**src/rtl/fifo_rd_stream.sv**
```systemverilog
// Async-FIFO read-side adapter: registered pops into a DEPTH-entry skid buffer, valid/ready out.
// Latency 2 cycles pop-to-valid; credit from registered occupancy only, so a stalled sink halts pops.
module fifo_rd_stream #(
  parameter int DW    = 8,
  parameter int DEPTH = 3
) (
  input  logic          clk_rd,
  input  logic          rrst,
  input  logic          fifo_empty,
  input  logic [DW-1:0] fifo_rd_data,
  output logic          fifo_rd_en,
  output logic [DW-1:0] out_data,
  output logic          out_valid,
  input  logic          out_ready,
  input  logic          clr,
  output logic [15:0]   byte_cnt,
  output logic [DW-1:0] xor_sum
);

  localparam int PW = $clog2(DEPTH);
  localparam int CW = $clog2(DEPTH + 1);

  logic [DW-1:0] mem [DEPTH];
  logic [PW-1:0] wr_ptr;
  logic [PW-1:0] rd_ptr;
  logic [CW-1:0] cnt;
  logic          inflight;
  logic          run;
  logic [CW:0]   occ;
  logic          push;
  logic          pop;

  function automatic logic [PW-1:0] ptr_next(input logic [PW-1:0] p);
    return (p == PW'(DEPTH - 1)) ? '0 : p + PW'(1);
  endfunction

  // run holds off pops until the first edge after reset release
  assign occ        = {1'b0, cnt} + {{CW{1'b0}}, inflight};
  assign fifo_rd_en = run && !fifo_empty && (occ < (CW+1)'(DEPTH));
  assign push       = inflight;
  assign out_valid  = (cnt != '0);
  assign out_data   = mem[rd_ptr];
  assign pop        = out_valid && out_ready;

  always_ff @(posedge clk_rd or posedge rrst) begin
    if (rrst) begin
      run      <= 1'b0;
      inflight <= 1'b0;
      wr_ptr   <= '0;
      rd_ptr   <= '0;
      cnt      <= '0;
      for (int i = 0; i < DEPTH; i++) mem[i] <= '0;
    end else begin
      run      <= 1'b1;
      inflight <= fifo_rd_en;
      if (push) begin
        mem[wr_ptr] <= fifo_rd_data;
        wr_ptr      <= ptr_next(wr_ptr);
      end
      if (pop) rd_ptr <= ptr_next(rd_ptr);
      if (push && !pop)      cnt <= cnt + CW'(1);
      else if (!push && pop) cnt <= cnt - CW'(1);
    end
  end

  always_ff @(posedge clk_rd or posedge rrst) begin
    if (rrst) begin
      byte_cnt <= '0;
      xor_sum  <= '0;
    end else if (clr) begin
      byte_cnt <= pop ? 16'd1 : 16'd0;
      xor_sum  <= pop ? out_data : '0;
    end else if (pop) begin
      byte_cnt <= byte_cnt + 16'd1;
      xor_sum  <= xor_sum ^ out_data;
    end
  end

endmodule

```
**config.mk**
```make
export PLATFORM = sky130hd
export DESIGN_NAME = fifo_rd_stream
export DESIGN_NICKNAME = d
export VERILOG_FILES = /design/src/rtl/fifo_rd_stream.sv
export SDC_FILE = /design/constraint.sdc
export NUM_CORES = 1
export LEC_CHECK = 0
export CORE_UTILIZATION = 56
export DETAILED_ROUTE_END_ITERATION = 10
export DONT_BUFFER_PORTS = 1
export PLACE_DENSITY = 0.7
export SLEW_MARGIN = 20
export SYNTH_ARGS = -nofsm -noshare
export SYNTH_HDL_FRONTEND = slang
export SYNTH_SLANG_ARGS = --single-unit
```
**constraint.sdc**
```tcl
create_clock -name clk_rd -period 1.5 [get_ports clk_rd]
set_input_delay 0.225 -clock clk_rd [delete_from_list [all_inputs] [get_ports clk_rd]]
set_output_delay 0.225 -clock clk_rd [all_outputs]
set_load 0.02 [all_outputs]
```
After elaboration in Yosys (flattened, before gate mapping):

Cells that the tools add are included.

* equality and inequality tests: 2
* muxes and demuxes: 16
* add/subtract/negate cells: 6
* reductions and logical operators: 12
* bitwise gates (word level): 3
* order comparisons: 4

Operator list (number)
* two-way mux 8 bit: 6
* two-way mux 16 bit: 2
* bitwise mux 24 bit: 1
* adder 16 x 1 -> 16 bit, second input constant: 1
* binary-select mux 8 bit (select 2 bit): 1
* demux 8 bit (select 2 bit): 1
* two-way mux 2 bit: 4
* XOR 8 bit: 1
* adder 2 x 1 -> 2 bit, second input constant: 3
* >= comparator 3 bit, second input constant: 2
* logical AND 1 bit: 6
* inverter 2 -> 3 bit: 2
* nonzero test 2 bit: 3
* == test 2 bit, second input constant: 2
* adder 2 x 1 -> 3 bit: 1
* zero test 1 bit: 3
* less-than comparator 3 x 1 -> 1 bit, second input constant: 1
* less-than comparator 3 x 2 -> 1 bit, second input constant: 1
* subtractor 2 x 1 -> 2 bit, second input constant: 1
* two-way mux 1 bit: 1

* input port bits: 13
* register bits: 56
* word-level logic and storage cells: 53
* output and inout port bits: 34

Depth between registers and ports, before layout:

* depth after elaboration: 7
* mapped depth: 7
* mapped depth without buffers: 6

Worst setup path after synthesis:

No wires, ideal clock.

* path kind: reg-to-reg
* start point: register cnt[0]
* end point: register inflight
* path buffers: 0
* setup time: 0.247 ns
* path slack: -0.865 ns
* data required time: 1.253 ns
* period minus slack after synthesis: 2.365 ns
* cell stages (with the launch flop): 4
* arrival: 2.118 ns
* path through: dfrtp_1 > ha_1 > ha_1 > a2111oi_0

* longest elaborated chain between the ends: 3

RTL lines
* start: declaration: RTL line 26 `logic [CW-1:0] cnt;`
* start signal: assignment: RTL line 61 `if (push && !pop) cnt <= cnt + CW'(1);`
* start signal: assignment: RTL line 62 `else if (!push && pop) cnt <= cnt - CW'(1);`
* adder 2 x 1 -> 3 bit: RTL line 38 `assign occ = {1'b0, cnt} + {{CW{1'b0}}, inflight};`
* less-than comparator 3 x 2 -> 1 bit: RTL line 39 `assign fifo_rd_en = run && !fifo_empty && (occ < (CW+1)'(DEPTH));`
* logical AND 1 bit: RTL line 39
* via fifo_rd_en: RTL line 11 `output logic fifo_rd_en,`
* end signal: assignment: RTL line 55 `inflight <= fifo_rd_en;`
* end: declaration: RTL line 27 `logic inflight;`

The timed path passes the listed nets, and every way through them passes these cells.
A chain may end at the register's enable or synchronous reset.

Worst setup path after layout:

* start point: register cnt[0]
* end point: output port fifo_rd_en

* longest elaborated chain between the ends: 3

RTL lines (RTL line)
* adder 2 x 1 -> 3 bit: 38
* less-than comparator 3 x 2 -> 1 bit: 39
* logical AND 1 bit: 39
* end: declaration: 11

No other way between the ends.

==> reports/summary.txt <==
Global route overflow: 0
Final Hold Viols: 0
Cell area after synthesis: 2580 um2
CP Launch Type: flip-flop
Layout area overhead: 33.1%
Final WL: 5650 um
Die height: 69.9 um
Yosys warning count: 0
Syn Inst Count: 219
Worst EP required: 1.27 ns
TritonCTS clock tree: done
WP buf/inv: 1
Cell Chain, Critical Path: ha_2 -> ha_4 -> a2111oi_4 -> buf_4
Die footprint: 4880 um2
Pwr Density: 1880 nW/um2
Worst reg-to-reg setup slack: 0.03 ns
Root Driver: clkbuf_8
Syn Nets: 236
Area of the multi-input gates: 1290 um2
Failing checks: setup timing
Placed instance count: 306
Peak VDD IR: 0.00133 V
RSZ-0062 raised after global routing: yes
Initial antenna violation count: 0
GP Congestion: 0.885
Clk pin slew, worst setup/hold paths: 0.09 ns
Least-Margin Pin Slew: 0.583 ns
Setup clock skew after layout: 0.00811 ns
# clock sinks: 56
Status: finished with violations
Clk_lat worst skew: 0.30 ns
Fraction of layout cells with a size suffix above 1: 0.450
Nets@finish: 298
Type of the worst min-delay path: in -> reg
Slowest-stage cell, CP: dfrtp_1
Setup CP Type: reg -> out
Highest Clock Rate: 548 MHz
Ys async rst share: 1.00
Fin crit share: 1.22
Sw frac: 0.361
Setup WS post-layout: -0.323 ns
Post-synthesis sequential area ratio: 0.543
Distinct cells, synth: 35
TritonCTS Buffers: 5
Maxcap violations: 0
DR vias/cell: 5.65
Core region area: 4380 um2
Combinational power share: 0.482
Part of the total power dissipated in sequential elements: 0.389
Setup-failing EPs final: 9
Final setup TNS: -1.03 ns
Die width: 69.9 um
First drt pass iteration count: 4
Vias post-DR: 1887
Arrival time worst endpoint: 1.60 ns
Final Max Slew Viols: 0
Pleak: 0.00151 uW
Initial DRC Count: 149
Max_slew headroom: 0.610
Crit path max-delay family: adder cells
CP Capture Type: output pin
DPL Wire Length: 3750 um
P_sw: 2340 uW
EDFF count, synth: 0
Post-DR wirelength/cell: 16.9 um
H-tree level count: 2
Pin count of the biggest net entering global routing: 57
Vias in the first global route: 2001
Residual DRC count: 0
# fillers: 268
Avg Inst Size Synth: 11.8 um2
Post-layout min period: 1.82 ns
Post-route ant nets: 0
First-pass GRT wire length: 9340 um
Register area: 1410 um2
Clock Path Buffers: 2
Final cell count without fillers: 334
Fin util: 0.784
Ant diodes: 0
# rows: 24
GRT Total Usage: 0.245
# IOs: 47
CP max stage delay: 0.41 ns
Starting Density: 0.589
Internal Power: 4140 uW
Seq cells post-synth: 56
Power share of the clock group: 0.129
PortBufs: 0
Ys flop type: dfrtp_1
Worst Path Max Fanout: 2
==> flip-flops by register name (all words and copies together) (netlist names) <==
| signal | count |
|---|---|
| rd_ptr | 2 |
| inflight | 1 |
| mem | 24 |
| cnt | 2 |
| byte_cnt | 16 |
| wr_ptr | 2 |
| xor_sum | 8 |
| run | 1 |
==> cell families (layout without fill, tap and decap cells) <==
kind of cell               count (synthesis)  count (layout)  synth area share
xor gates and xnor gates                  21              21            0.0713
buffers and inverters                     14              77            0.0237
other                                      1               1           0.00145
DFF                                       56              56             0.543
AOI/OAI and AO/OA                         24              24            0.0654
and+or+nand+nor                           67              67             0.140
muxes                                     32              32             0.136
adders and majority gates                  4               4            0.0194
==> synthesized netlist by cell type (2+ instances only) <==
library cell / n / area share
and3_1: 4 / 0.0097
nor2_1: 11 / 0.016
a21oi_1: 6 / 0.012
nand4b_1: 2 / 0.0068
buf_1: 2 / 0.0029
o2bb2ai_1: 8 / 0.027
mux2i_1: 8 / 0.031
o21ai_0: 6 / 0.012
nand4_1: 3 / 0.0073
and4_1: 3 / 0.010
dfrtp_1: 56 / 0.54
xnor2_1: 15 / 0.051
inv_1: 5 / 0.0073
nand2_1: 18 / 0.026
nor3_1: 2 / 0.0039
mux2_2: 24 / 0.10
xor2_1: 6 / 0.020
clkbuf_1: 4 / 0.0058
a21o_1: 2 / 0.0058
nor2b_1: 10 / 0.024
or3_1: 4 / 0.0097
nand3_1: 4 / 0.0078
ha_1: 4 / 0.019
==> layer usage <==
| metal | GRT usage | vias to the layer above | part of all wire |
|---|---|---|---|
| li1 | - | 889 | - |
| met1 | 0.291 | 953 | 0.42 |
| met2 | 0.436 | 40 | 0.53 |
| met3 | 0.0620 | 5 | 0.041 |
| met4 | 0.0756 | 0 | 0.0067 |
| met5 | 0 | - | 0 |
==> power by group through the flow <==
stage	combinational, uW	clock, uW	sequential, uW
after floorplan	1620	0	2430
after global placement	2330	0	2460
after detailed placement	2420	0	2500
after CTS	2980	850	2480
after global routing	3330	922	2590
final	3120	835	2520
==> through the flow <==
stage                     setup WS [ns]  hold WS [ns]  instance area (um2)  power (uW)
after global routing             -0.409        0.0503                 3440        6850
after floorplan                 0.00181         0.305                 2630        4050
after detailed placement        -0.0156         0.195                 3000        4930
after global placement           0.0203         0.189                 3000        4800
after CTS                        -0.315        0.0592                 3310        6300
final                            -0.323        0.0666                 3440        6470
==> layout make-up <==
cell class | instances | share of cell area
Inverter | 6 | 0.00838
Sequential cell | 56 | 0.410
Multi-Input combinational cell | 149 | 0.374
Tap cell | 52 | 0.0189
Clock buffer | 7 | 0.0251
Clock inverter | 1 | 0.00218
Timing Repair Buffer | 63 | 0.161
==> repair_timing <==
| action | CTS | global route |
|---|---|---|
| hold endpoints to repair | 71 | 0 |
| pin swaps | 9 | 10 |
| setup buffers | 17 | 1 |
| gates resized for setup | 17 | 28 |
| endpoints found under the setup margin | 10 | 27 |
| cloned | 0 | 1 |
| hold buffers | 2 | 0 |
==> cell usage in the layout, fill, tap and decap left out, types with 6 or more instances in the layout <==
cell,instances
dfrtp_2,7
buf_6,13
xnor2_1,15
mux2i_1,7
buf_4,46
nor2_1,9
mux2_2,24
dfrtp_1,49
clkbuf_8,6
o2bb2ai_2,6
nand2_1,17
nor2b_1,9
==> final timing paths <==
kind,to,startpoint,cells past startpoint
setup / recovery,fifo_rd_en,cnt[0],4
hold / removal,mem[13],fifo_rd_data[5],1
setup reg to reg,byte_cnt[10],cnt[0],6
min in group asynchronous,byte_cnt[7],rrst,3
hold reg to reg,mem[15],mem[15],1
max in group asynchronous,rd_ptr[1],rrst,3
Note: power is estimated with default switching activity, not from simulation.
